--- config.mk ---
export PLATFORM = sky130hd
export DESIGN_NAME = arbitro_barramento_snooping
export DESIGN_NICKNAME = d
export VERILOG_FILES = /design/src/rtl/arbitro_barramento_snooping_pkg.sv /design/src/rtl/arbitro_barramento_snooping_round_robin.sv /design/src/rtl/arbitro_barramento_snooping.sv
export SDC_FILE = /design/constraint.sdc
export NUM_CORES = 1
export LEC_CHECK = 0
export ABC_CLOCK_PERIOD_IN_PS = 2400
export CORE_MARGIN = 2
export CORE_UTILIZATION = 49
export CTS_BUF_LIST = sky130_fd_sc_hd__clkbuf_2 sky130_fd_sc_hd__clkbuf_4 sky130_fd_sc_hd__clkbuf_8
export DETAILED_ROUTE_END_ITERATION = 7
export PLACE_DENSITY = 0.85
export SKIP_LAST_GASP = 1
export SYNTH_ARGS = -nofsm -noshare
export SYNTH_HDL_FRONTEND = slang
export SYNTH_HIERARCHICAL = 1
export SYNTH_SLANG_ARGS = --single-unit
--- constraint.sdc ---
create_clock -name clock -period 2.4 [get_ports clock]
set_clock_uncertainty 0.15 [all_clocks]
set_input_delay 0.48 -clock clock [delete_from_list [all_inputs] [get_ports clock]]
set_output_delay 0.48 -clock clock [all_outputs]
set_load 0.01 [all_outputs]
--- src/rtl/arbitro_barramento_snooping_pkg.sv ---
// Shared encodings for the MSI snooping subsystem: bus messages, MSI cache
// line states and the arbiter sequencer states.
package arbitro_barramento_snooping_pkg;

  typedef enum logic [1:0] {
    invalidar    = 2'b00,
    msgReadMiss  = 2'b01,
    msgWriteMiss = 2'b10,
    semMensagem  = 2'b11
  } mensagem_t;

  typedef enum logic [1:0] {
    modificado    = 2'b00,
    compartilhado = 2'b01,
    invalido      = 2'b10
  } estado_msi_t;

  typedef enum logic [2:0] {
    OCIOSO    = 3'd0,
    BROADCAST = 3'd1,
    SNOOP     = 3'd2,
    WRITEBACK = 3'd3,
    MEMORIA   = 3'd4,
    CONCLUI   = 3'd5
  } estado_t;

endpackage

--- src/rtl/arbitro_barramento_snooping_round_robin.sv ---
// Combinational round-robin picker: first requester at or after ptr, with
// wrap-around, returned both one-hot and as an index.
module arbitro_round_robin #(
  parameter int N_PROC = 4
) (
  input  logic [2:0]        ptr,
  input  logic [N_PROC-1:0] req,
  output logic [N_PROC-1:0] gnt,
  output logic [2:0]        idx,
  output logic              valid
);

  // Outer loop walks offsets from the pointer so the lowest offset wins.
  always_comb begin
    gnt   = '0;
    idx   = '0;
    valid = 1'b0;
    for (int k = 0; k < N_PROC; k++) begin
      for (int i = 0; i < N_PROC; i++) begin
        if (!valid && req[i] && (i == ((int'(ptr) + k) % N_PROC))) begin
          valid  = 1'b1;
          gnt[i] = 1'b1;
          idx    = 3'(i);
        end
      end
    end
  end

endmodule

--- src/rtl/arbitro_barramento_snooping.sv ---
// Snoop-bus arbiter and transaction sequencer: grants the bus round-robin,
// broadcasts the owner's message, samples listeners and runs the memory access.
module arbitro_barramento_snooping
  import arbitro_barramento_snooping_pkg::*;
#(
  parameter int N_PROC = 4,
  parameter int MSG_W  = 2
) (
  input  logic                    clock,
  input  logic                    reset,
  input  logic [N_PROC-1:0]       req,
  input  logic [N_PROC*MSG_W-1:0] reqMsg,
  output logic [N_PROC-1:0]       grant,
  output logic [MSG_W-1:0]        busMsg,
  output logic [2:0]              busOwner,
  input  logic [N_PROC-1:0]       snoopWB,
  input  logic [N_PROC-1:0]       snoopAbort,
  output logic                    memRead,
  output logic                    memWrite,
  input  logic                    memReady,
  output logic [N_PROC-1:0]       done
);

  estado_t           state;
  logic [2:0]        ptr;
  logic [MSG_W-1:0]  msgLatch;
  logic              abortSeen;
  logic [N_PROC-1:0] rrGnt;
  logic [2:0]        rrIdx;
  logic              rrValid;
  logic [MSG_W-1:0]  msgSel;
  logic              wbAny;
  logic              abortAny;
  logic              semMemoria;

  arbitro_round_robin #(.N_PROC(N_PROC)) u_rr (
    .ptr   (ptr),
    .req   (req),
    .gnt   (rrGnt),
    .idx   (rrIdx),
    .valid (rrValid)
  );

  always_comb begin
    msgSel = '0;
    for (int i = 0; i < N_PROC; i++) begin
      if (rrGnt[i]) msgSel = reqMsg[i*MSG_W +: MSG_W];
    end
  end

  // The owner snoops its own broadcast too, so its flags are masked out.
  assign wbAny      = |(snoopWB & ~grant);
  assign abortAny   = |(snoopAbort & ~grant);
  assign semMemoria = (msgLatch == MSG_W'(invalidar)) ||
                      (msgLatch == MSG_W'(semMensagem));

  always_ff @(posedge clock) begin
    if (!reset) begin
      state     <= OCIOSO;
      ptr       <= '0;
      grant     <= '0;
      busMsg    <= MSG_W'(semMensagem);
      busOwner  <= '0;
      memRead   <= 1'b0;
      memWrite  <= 1'b0;
      done      <= '0;
      msgLatch  <= MSG_W'(semMensagem);
      abortSeen <= 1'b0;
    end else begin
      done <= '0;
      case (state)
        OCIOSO: begin
          if (rrValid) begin
            grant    <= rrGnt;
            busOwner <= rrIdx;
            msgLatch <= msgSel;
            busMsg   <= msgSel;
            state    <= BROADCAST;
          end
        end
        BROADCAST: begin
          busMsg <= MSG_W'(semMensagem);
          state  <= SNOOP;
        end
        SNOOP: begin
          abortSeen <= abortAny;
          if (semMemoria) begin
            done  <= grant;
            state <= CONCLUI;
          end else if (wbAny) begin
            memWrite <= 1'b1;
            state    <= WRITEBACK;
          end else begin
            memRead <= 1'b1;
            state   <= MEMORIA;
          end
        end
        WRITEBACK: begin
          if (memReady) begin
            memWrite <= 1'b0;
            // An aborting listener supplies the line, so memory is not read.
            if (abortSeen) begin
              done  <= grant;
              state <= CONCLUI;
            end else begin
              memRead <= 1'b1;
              state   <= MEMORIA;
            end
          end
        end
        MEMORIA: begin
          if (memReady) begin
            memRead <= 1'b0;
            done    <= grant;
            state   <= CONCLUI;
          end
        end
        CONCLUI: begin
          grant <= '0;
          ptr   <= (busOwner == 3'(N_PROC - 1)) ? 3'd0 : busOwner + 3'd1;
          state <= OCIOSO;
        end
        default: state <= OCIOSO;
      endcase
    end
  end

endmodule

==> summary.txt, run 1 <==
Run status
  • Run status: completed

Placed design
  • Port bufs: 37
  • Dpl hpwl: 2320 µm
  • Worst Setup Slack post-DPL: -21.6 ps
  • Gpl congestion: 0.881

Hold path
  • Class of the tightest hold or removal check: reg -> reg
  • Launch instance of the worst min-delay path: busMsg[1]
  • Instance count along the most critical hold path: 2
  • Worst Hold Path EP: busMsg[1]

Power
  • Leak pwr: 0.000660 µW
  • Peak supply drop: 0.616 mV
  • Cell Pwr Density: 870 nW/µm²

Critical path
  • Kind of critical path: in -> reg
  • Critical R2R Capture: msgLatch[1]
  • R2R setup slack: 600 ps
  • Worst Path Arrival: 2160 ps
  • Crit path launch type: primary input
  • Critical path data required time: 2450 ps
  • CP max FO: 7
  • Reg2reg path depth: 8
  • Capturing element type of the critical path: flip-flop
  • Beginning of the worst register-to-register path: ptr[0]

Layout
  • Highest-count cells in the layout ignoring fill and taps: clkdlybuf4s50_1, dfxtp_1, nor2_1
  • Seq. cell area: 460 µm²
  • Filler Cells Inserted: 197
  • Final core utilization: 68.1%
  • Most common cell after layout, fill and taps aside: clkdlybuf4s50_1
  • # nets final: 218
  • ANT cells: 0
  • Area occupied by multi-input gates: 733 µm²
  • Area delta synth->final: 31.4%
  • Proportion of layout cells with a drive suffix above 1: 7.25%

Floorplan
  • I/O pin count: 38
  • Initial Util: 51.9%
  • X dimension of the die: 55.2 µm
  • Row Count: 18
  • Placeable core region: 2480 µm²
  • Die Outline Area: 3050 µm²
  • Vertical die dimension: 55.2 µm

Route
  • Via count: 1263
  • Wire length after detailed routing: 3050 µm
  • Post-route DRC violation count: 0
  • Number of DRC markers after the initial detailed-route iteration: 34
  • First-pass detailed-route iteration total: 5
  • Detailed-route wire length per cell: 13.7 µm
  • Residual antenna-violating net count after detailed routing: 0
  • Vias per cell: 5.66

Clock tree
  • Clk Latency, worst-skew pair: 310 ps
  • Total setup buffers inserted after CTS: 0
  • Clk Tree Root Cell: clkbuf_4
  • CTS tree: built
  • Hold buffers post-CTS: 0
  • Sinks on the clock net: 23
  • Number of buffers inserted during clock tree synthesis: 3
  • Total number of H-tree levels: 1
  • Maximum buffer depth of the clock tree: 2
  • Quantity of gates resized following cts: 0
  • Clock input transition at the sequential cells of the worst setup and hold paths: 130 ps

STA
  • Worst-Margin Slew: 548 ps
  • Final cycle utilization of the critical path: 87.8%
  • Timing-limited maximum frequency: 475 MHz
  • Shortest period the worst path allows: 2110 ps
  • Worst slew margin relative to its limit: 63.0%
  • Post-route setup slack: 293 ps
  • RSZ-0062 raised after global routing: false
  • Max-slew violation count: 0
  • Endpoints failing hold: 0
  • Number of setup violations in the final report: 0

Logic synthesis
  • Synth Warn #: 6
  • Cells after synthesis: 157
  • Area of the mapped netlist: 1280 µm²
  • Average cell area after synthesis: 8.18 µm²
  • Net Count, Synth: 181

Global routing
  • Gr ovfl total: 0
  • Via count of the first global-routing pass: 1128
  • Largest net degree at the start of global routing: 15
  • GRT Total Usage: 20.1%
  • First-pass GRT wire length: 5060 µm
  • Initial antenna violation count: 0

Flow run
  • Max Cap Violations: 0
[where the power goes]
part	leakage [µW]	total, µW	internal [µW]	switching [µW]
registers	0.000188	613	479	134
clock network	0.0000184	189	76.1	112
logic	0.000454	666	356	310
total	0.000660	1470	911	557
[worst max path at each step]
stage | startpoint | to | slack [ps] | cells past startpoint
2_1_floorplan | req[0] | msgLatch[0] | 610 | 6
3_5_place_dp | req[0] | msgLatch[0] | -20 | 9
5_1_grt | req[0] | msgLatch[1] | 150 | 9
3_3_place_gp | req[0] | msgLatch[1] | 90 | 9
4_1_cts | req[0] | msgLatch[0] | 320 | 9
6_report | req[0] | msgLatch[1] | 290 | 9
[layout make-up]
cell class | instances | share of cell area [%]
Inverter | 9 | 2.00
Tap cell | 30 | 2.22
Clock buffer | 4 | 1.78
Timing Repair Buffer | 40 | 23.3
Multi-Input combinational cell | 117 | 43.4
Sequential cell | 23 | 27.3
[metal layers]
layer	track usage (%)	share of wire [%]
met4	8.71	1.4
met1	26.0	44
met5	0	0
met2	33.0	49
met3	3.04	5.4
[critical path, stage by stage]
cell,delay (ps)
clkdlybuf4s50_1,550
nand2b_1,140
a21oi_1,240
a211oi_1,80
buf_4,170
a211oi_1,200
o21ai_0,110
nand3_1,120
nand3_1,80
[through the flow]
stage | cell area, µm² | setup TNS (ps) | hold slack [ps] | std cells | total power, µW
floorplan | 1280 | 0 | 279 | 157 | 1080
global placement | 1660 | 0 | 332 | 219 | 1270
detailed placement | 1660 | -37.4 | 334 | 219 | 1280
CTS | 1690 | 0 | 366 | 223 | 1470
global route | 1690 | 0 | 378 | 223 | 1580
finish | 1690 | 0 | 356 | 223 | 1470
[flip-flops by register name, indices dropped and copies added (netlist names)]
signal	flops
memWrite	1
busMsg	2
abortSeen	1
msgLatch	2
state	3
ptr	2
memRead	1
grant	4
busOwner	3
done	4
Note: power is estimated with default switching activity, not from simulation.
==> run 2, diff against run 1 <==
CTS_CLUSTER_SIZE = 14   (was not set)
HOLD_SLACK_MARGIN = 0.02   (was not set)
==> results of run 2 <==
No change in the layout: final DEF, timing and power equal those of run 1.
